==> src/rtl/dmem_bridge.sv <==
`default_nettype none
// ============================================================================
// Module      : dmem_bridge
// Description : Bridges single-cycle datapath load/store requests to a
//               handshaked external memory bus, stalling the core meanwhile.
// Revision    : 1.0 - initial release
// ============================================================================
module dmem_bridge #(
    parameter int TIMEOUT = 16
) (
    input  logic        clk,
    input  logic        rst,
    input  logic        MemWrite,
    input  logic        MemRead,
    input  logic [31:0] ALUResult,
    input  logic [31:0] WriteData,
    output logic [31:0] ReadData,
    output logic        Stall,
    output logic        Err,
    output logic        bus_req,
    output logic        bus_we,
    output logic [31:0] bus_addr,
    output logic [31:0] bus_wdata,
    input  logic        bus_ack,
    input  logic [31:0] bus_rdata
);

    typedef enum logic [1:0] {
        ST_IDLE = 2'd0,
        ST_REQ  = 2'd1,
        ST_DONE = 2'd2
    } state_t;

    localparam logic [7:0]  C_TIMEOUT  = 8'(TIMEOUT);
    localparam logic [31:0] C_BAD_DATA = 32'hDEADBEEF;

    state_t     r_state;
    logic [7:0] r_cnt;

    logic w_acc;
    logic w_aligned;
    logic w_start;
    logic w_timeout;

    assign w_acc     = MemRead | MemWrite;
    assign w_aligned = (ALUResult[1:0] == 2'b00);
    assign w_start   = (r_state == ST_IDLE) & w_acc & w_aligned;
    // Count after this REQ cycle equals the limit: this is the last cycle allowed.
    assign w_timeout = ((r_cnt + 8'd1) == C_TIMEOUT);

    // Stall must drop the instant reset asserts, even with a request pending.
    always_comb begin
        Stall = 1'b0;
        if (!rst) begin
            Stall = w_start | (r_state == ST_REQ);
        end
    end

    always_ff @(posedge clk or posedge rst) begin
        if (rst) begin
            r_state   <= ST_IDLE;
            r_cnt     <= 8'd0;
            ReadData  <= 32'd0;
            Err       <= 1'b0;
            bus_req   <= 1'b0;
            bus_we    <= 1'b0;
            bus_addr  <= 32'd0;
            bus_wdata <= 32'd0;
        end else begin
            Err <= 1'b0;
            case (r_state)
                ST_IDLE: begin
                    if (w_acc) begin
                        if (w_aligned) begin
                            r_state   <= ST_REQ;
                            r_cnt     <= 8'd0;
                            bus_req   <= 1'b1;
                            bus_we    <= MemWrite;
                            bus_addr  <= ALUResult;
                            bus_wdata <= WriteData;
                        end else begin
                            Err <= 1'b1;
                        end
                    end
                end
                ST_REQ: begin
                    // Ack takes priority over an expiring timeout.
                    if (bus_ack) begin
                        bus_req <= 1'b0;
                        r_state <= ST_DONE;
                        if (!bus_we) begin
                            ReadData <= bus_rdata;
                        end
                    end else if (w_timeout) begin
                        bus_req <= 1'b0;
                        Err     <= 1'b1;
                        r_cnt   <= r_cnt + 8'd1;
                        r_state <= ST_DONE;
                        if (!bus_we) begin
                            ReadData <= C_BAD_DATA;
                        end
                    end else begin
                        r_cnt <= r_cnt + 8'd1;
                    end
                end
                ST_DONE: begin
                    r_state <= ST_IDLE;
                end
                default: begin
                    r_state <= ST_IDLE;
                end
            endcase
        end
    end

endmodule
`default_nettype wire

==> config.mk <==
export PLATFORM = sky130hd
export DESIGN_NAME = dmem_bridge
export DESIGN_NICKNAME = d
export VERILOG_FILES = /design/src/rtl/dmem_bridge.sv
export SDC_FILE = /design/constraint.sdc
export NUM_CORES = 1
export LEC_CHECK = 0
export CAP_MARGIN = 20
export CELL_PAD_IN_SITES_DETAIL_PLACEMENT = 0
export CELL_PAD_IN_SITES_GLOBAL_PLACEMENT = 1
export CORE_MARGIN = 2
export CORE_UTILIZATION = 34
export CTS_BUF_LIST = sky130_fd_sc_hd__clkbuf_16
export CTS_CLUSTER_DIAMETER = 50
export DETAILED_ROUTE_END_ITERATION = 12
export PLACE_DENSITY_LB_ADDON = 0.1
export SKIP_CTS_REPAIR_TIMING = 1
export SYNTH_ARGS = -nofsm -noshare
export SYNTH_HDL_FRONTEND = slang
export SYNTH_SLANG_ARGS = --single-unit
==> constraint.sdc <==
create_clock -name clk -period 7.22 [get_ports clk]
set_input_delay 1.444 -clock clk [delete_from_list [all_inputs] [get_ports clk]]
set_output_delay 1.444 -clock clk [all_outputs]
set_load 0.05 [all_outputs]
# Word-level counts from Yosys, hierarchy flattened
# Cells that the tools add are included.
# word_totals
latchBits	0
out_inout_bits	100
mem_bits_rw	0
elab_cells	54
register_bits	109
romBits	0
in_bits	101
memories	0
# op_classes
bitwise_logic	4
eq_ne	8
n_shift	0
add_sub_neg	1
n_mul	0
n_lt_le_gt_ge	0
n_mux	24
div_mod_pow	0
reduce_logical	9
# op_table
cell	n
$mux 32	4
$mux 8	3
$pmux 8 s2	1
$reduce_and 4->1	3
$ne 2x2->1 const B	5
$mux 1	9
$add 8x1->8 const B	1
$eq 8x5->1 const B	1
$mux 2	4
$reduce_and 3->1	2
$logic_not 2->1	2
$pmux 1 s2	2
$pmux 2 s2	1
$reduce_bool 2->1	2
$ne 3x3->1 const B	1
$and 1x1->1	2
$eq 2x1->1 const B	1
$or 1x1->1	2

# Longest topological paths before layout
# logic_depth
ltp_word	5
depth_mapped	7
depth_no_buf	6

# Least setup slack after synthesis
# Ideal clock, no wire load.
# synth_path
kind	in2out
start	input port ALUResult[0]
end	output port Stall
arrival_time_ps	2708
path_stages	3
t_required_ps	5776
path_buffers	0
setup_slack_ps	3068
path_cell_list	nor2_1 > a21oi_1 > nor3_1
# synth_via
elab_chain_len	4
# synth_rtl
element	line_no	text
from (decl)	15	input logic [31:0] ALUResult,
$logic_not 2->1	46	assign w_aligned = (ALUResult[1:0] == 2'b00);
$and 1x1->1	47	assign w_start = (r_state == ST_IDLE) & w_acc & w_aligned;
$or 1x1->1	55	Stall = w_start | (r_state == ST_REQ);
$mux 1	54	if (!rst) begin
to (decl)	18	output logic Stall,
# No other way between the ends.

# Final worst setup path
# Ends and elaborated chain as after synthesis.

==> impl_metrics.env <==
export IMPL_clock_latency_ns=0.35
export IMPL_rows=41
export IMPL_final_cell_mix="200 x clkdlybuf4s50_1, 109 x dfrtp_1, 63 x mux2_2"
export IMPL_drv_slew=0
export IMPL_ant_nets=0
export IMPL_drt_wl_total_um=11650
export IMPL_root_buffer="clkbuf_16"
export IMPL_fill_cells=1121
export IMPL_min_path_cells=1
export IMPL_yosysSeqAreaShare_pct=60.78
export IMPL_max_freq_mhz=215.5
export IMPL_ys_ff_latch=109
export IMPL_layout_setup_ws_ns=2.579
export IMPL_clk_path_buf_depth=2
export IMPL_start_util_pct=35.14
export IMPL_worst_hold_path_type="register to register"
export IMPL_crit_path_top_delay_cell="clkdlybuf4s50_1"
export IMPL_critPathKind="primary input to output pin"
export IMPL_critPathLaunchType="primary input"
export IMPL_max_stage_delay_ns=0.83
export IMPL_pwr_density_cell_nw_per_um2=370.3
export IMPL_antenna_found_initial=0
export IMPL_routed_via_count=3405
export IMPL_period_needed_ns=4.641
export IMPL_final_common_cell="clkdlybuf4s50_1"
export IMPL_cts_buffers=9
export IMPL_track_usage_pct=16.62
export IMPL_reg2regPathDepth=5
export IMPL_critPathRequiredTime_ns=5.78
export IMPL_fin_setup_tns_ns=0
export IMPL_max_slew_worst_pin_slew_ns=1.056
export IMPL_crit_path_cell_trace="clkdlybuf4s50_1 > nor2_1 > a21oi_1 > nor3_1 > clkdlybuf4s50_1"
export IMPL_place_ws_ns=2.555
export IMPL_ir_drop_mv=0.2631
export IMPL_cpMostUsedCell="clkdlybuf4s50_1"
export IMPL_die_area_um2=14130
export IMPL_cp_arrival_ns=3.20
export IMPL_drv_cap=0
export IMPL_drt_iter0_drc=147
export IMPL_fp_dieH_um=118.9
export IMPL_p_leak_nw=2.852
export IMPL_core_um2=12770
export IMPL_min_period_over_period_pct=64.28
export IMPL_syn2layout_area_growth_pct=54.45
export IMPL_hpwl_um=8151
export IMPL_avgSynthCellArea_um2=12.61
export IMPL_die_w_um=118.9
export IMPL_grt_overflow_total=0
export IMPL_nNetsFinal=650
export IMPL_insertedDiodeCount=0
export IMPL_drc=0
export IMPL_cts_tree="built"
export IMPL_slew_headroom_pct=29.51
export IMPL_worst_hold_slack_ns=0.4863
export IMPL_finClkSkew_ns=0.005620
export IMPL_port_buffers=200
export IMPL_gp_congestion=0.7399
export IMPL_synth_fp_nets=459
export IMPL_grt_pass1_vias=3554
export IMPL_grt_max_degree=71
export IMPL_final_hold_viol_count=0
export IMPL_syn_area_um2=4488
export IMPL_rsz0062_at_grt="false"
export IMPL_clock_sinks=109
export IMPL_setup_viol=0
export IMPL_drive_above_1_share_pct=16.12
export IMPL_htreeDepth=3
export IMPL_grt_pass1_wl_um=18520
export IMPL_cp_end_kind="output pin"
export IMPL_clkTransAtPathRegs_ns=0.07
export IMPL_vias_per_cell=4.703
export IMPL_status="finished, final reports clean"
export IMPL_worstPathMaxFanout=3
export IMPL_drtPass1Iterations=4
export IMPL_postSynthCellCount=356
export IMPL_ys_types=35
export IMPL_drt_wirelength_per_cell_um=16.09
export IMPL_synth_warnings=0
export IMPL_ios=201
flip-flops by register name (all words and copies together) (netlist names):
register   cells
Err            1
ReadData      32
bus_addr      32
bus_req        1
bus_wdata     32
bus_we         1
r_cnt          8
r_state        2
layer usage:
layer / global-route usage (%) / part of all wire (%)
met4: 6.845 / 2.3
met2: 28.20 / 51
met3: 6.274 / 7.0
met5: 0 / 0
met1: 18.81 / 40
metrics by stage:
stage                     power, mW  area, um2  util [%]  instances
after floorplan               1.628       4488         -        356
final                         2.567       6932     54.27        724
after global placement        2.043       6615     51.79        708
after detailed placement      2.057       6615     51.79        708
after CTS                     2.600       6932     54.27        724
after global routing          2.677       6932     54.27        724
area by class of cell:
class / instances / area, um2 / area share, %
sequential: 109 / 2728 / 39.35
timing repair buffer: 201 / 2009 / 28.99
multi-input combinational: 200 / 1563 / 22.55
clock buffer: 9 / 225.2 / 3.249
tap: 172 / 215.2 / 3.105
inverter: 26 / 100.1 / 1.444
clock inverter: 7 / 91.34 / 1.318
report_power, final:
group          switching [mW]  internal (mW)
sequential             0.0967          0.766
clock                   0.228          0.302
combinational           0.736          0.438
critical path, delay by kind of cell:
| kind | cells | cell delay (ns) |
|---|---|---|
| buf+inv | 2 | 1.23 |
| simple gates | 2 | 0.42 |
| compound gates | 1 | 0.11 |
cells in the mapped netlist, drive strengths merged:
library cell  count  area share (%)
xnor2             2            0.39
and2              6            0.84
o211a             1            0.39
and3b             1            0.20
a21boi            1            0.17
o22ai            24             3.3
nand2            11            0.92
nor4              1            0.14
a31oi             4            0.56
dfrtp           109              61
and4              2            0.45
inv              26             2.2
nand3             4            0.45
or2               3            0.42
a22o              8             1.6
a21o             10             1.7
mux2             63              16
o21ai            11             1.2
nor2             12             1.1
a21oi            28             3.4
clkbuf            7            0.59
nand2b            1            0.14
and3              1            0.14
nor3              1            0.11
buf              14             1.9
a2bb2oi           1            0.33
ha                2            0.56
nand4             1            0.14
a211oi            1            0.17
worst paths after layout:
| kind | from | to | slack, ns |
|---|---|---|---|
| setup / recovery | ALUResult[0] | Stall | 2.58 |
| hold / removal | bus_addr[1] | bus_addr[1] | 0.49 |
| setup reg to reg | r_state[1] | ReadData[15] | 4.37 |
| hold reg to reg | bus_addr[1] | bus_addr[1] | 0.49 |
| max in group asynchronous | rst | bus_wdata[24] | 4.44 |
| min in group asynchronous | rst | Err | 1.56 |
logic make-up (layout without fill, tap and decap cells):
logic type	after synthesis	count (layout)	share of synthesized area, %
adders and majority gates	2	2	0.5575
xor gates and xnor gates	2	2	0.3904
buffers and inverters	47	243	4.684
DFF	109	109	60.78
AOI/OAI and AO/OA	89	89	12.80
and+or+nand+nor	44	44	4.991
muxes	63	63	15.81
Note: power is estimated with default switching activity, not from simulation.
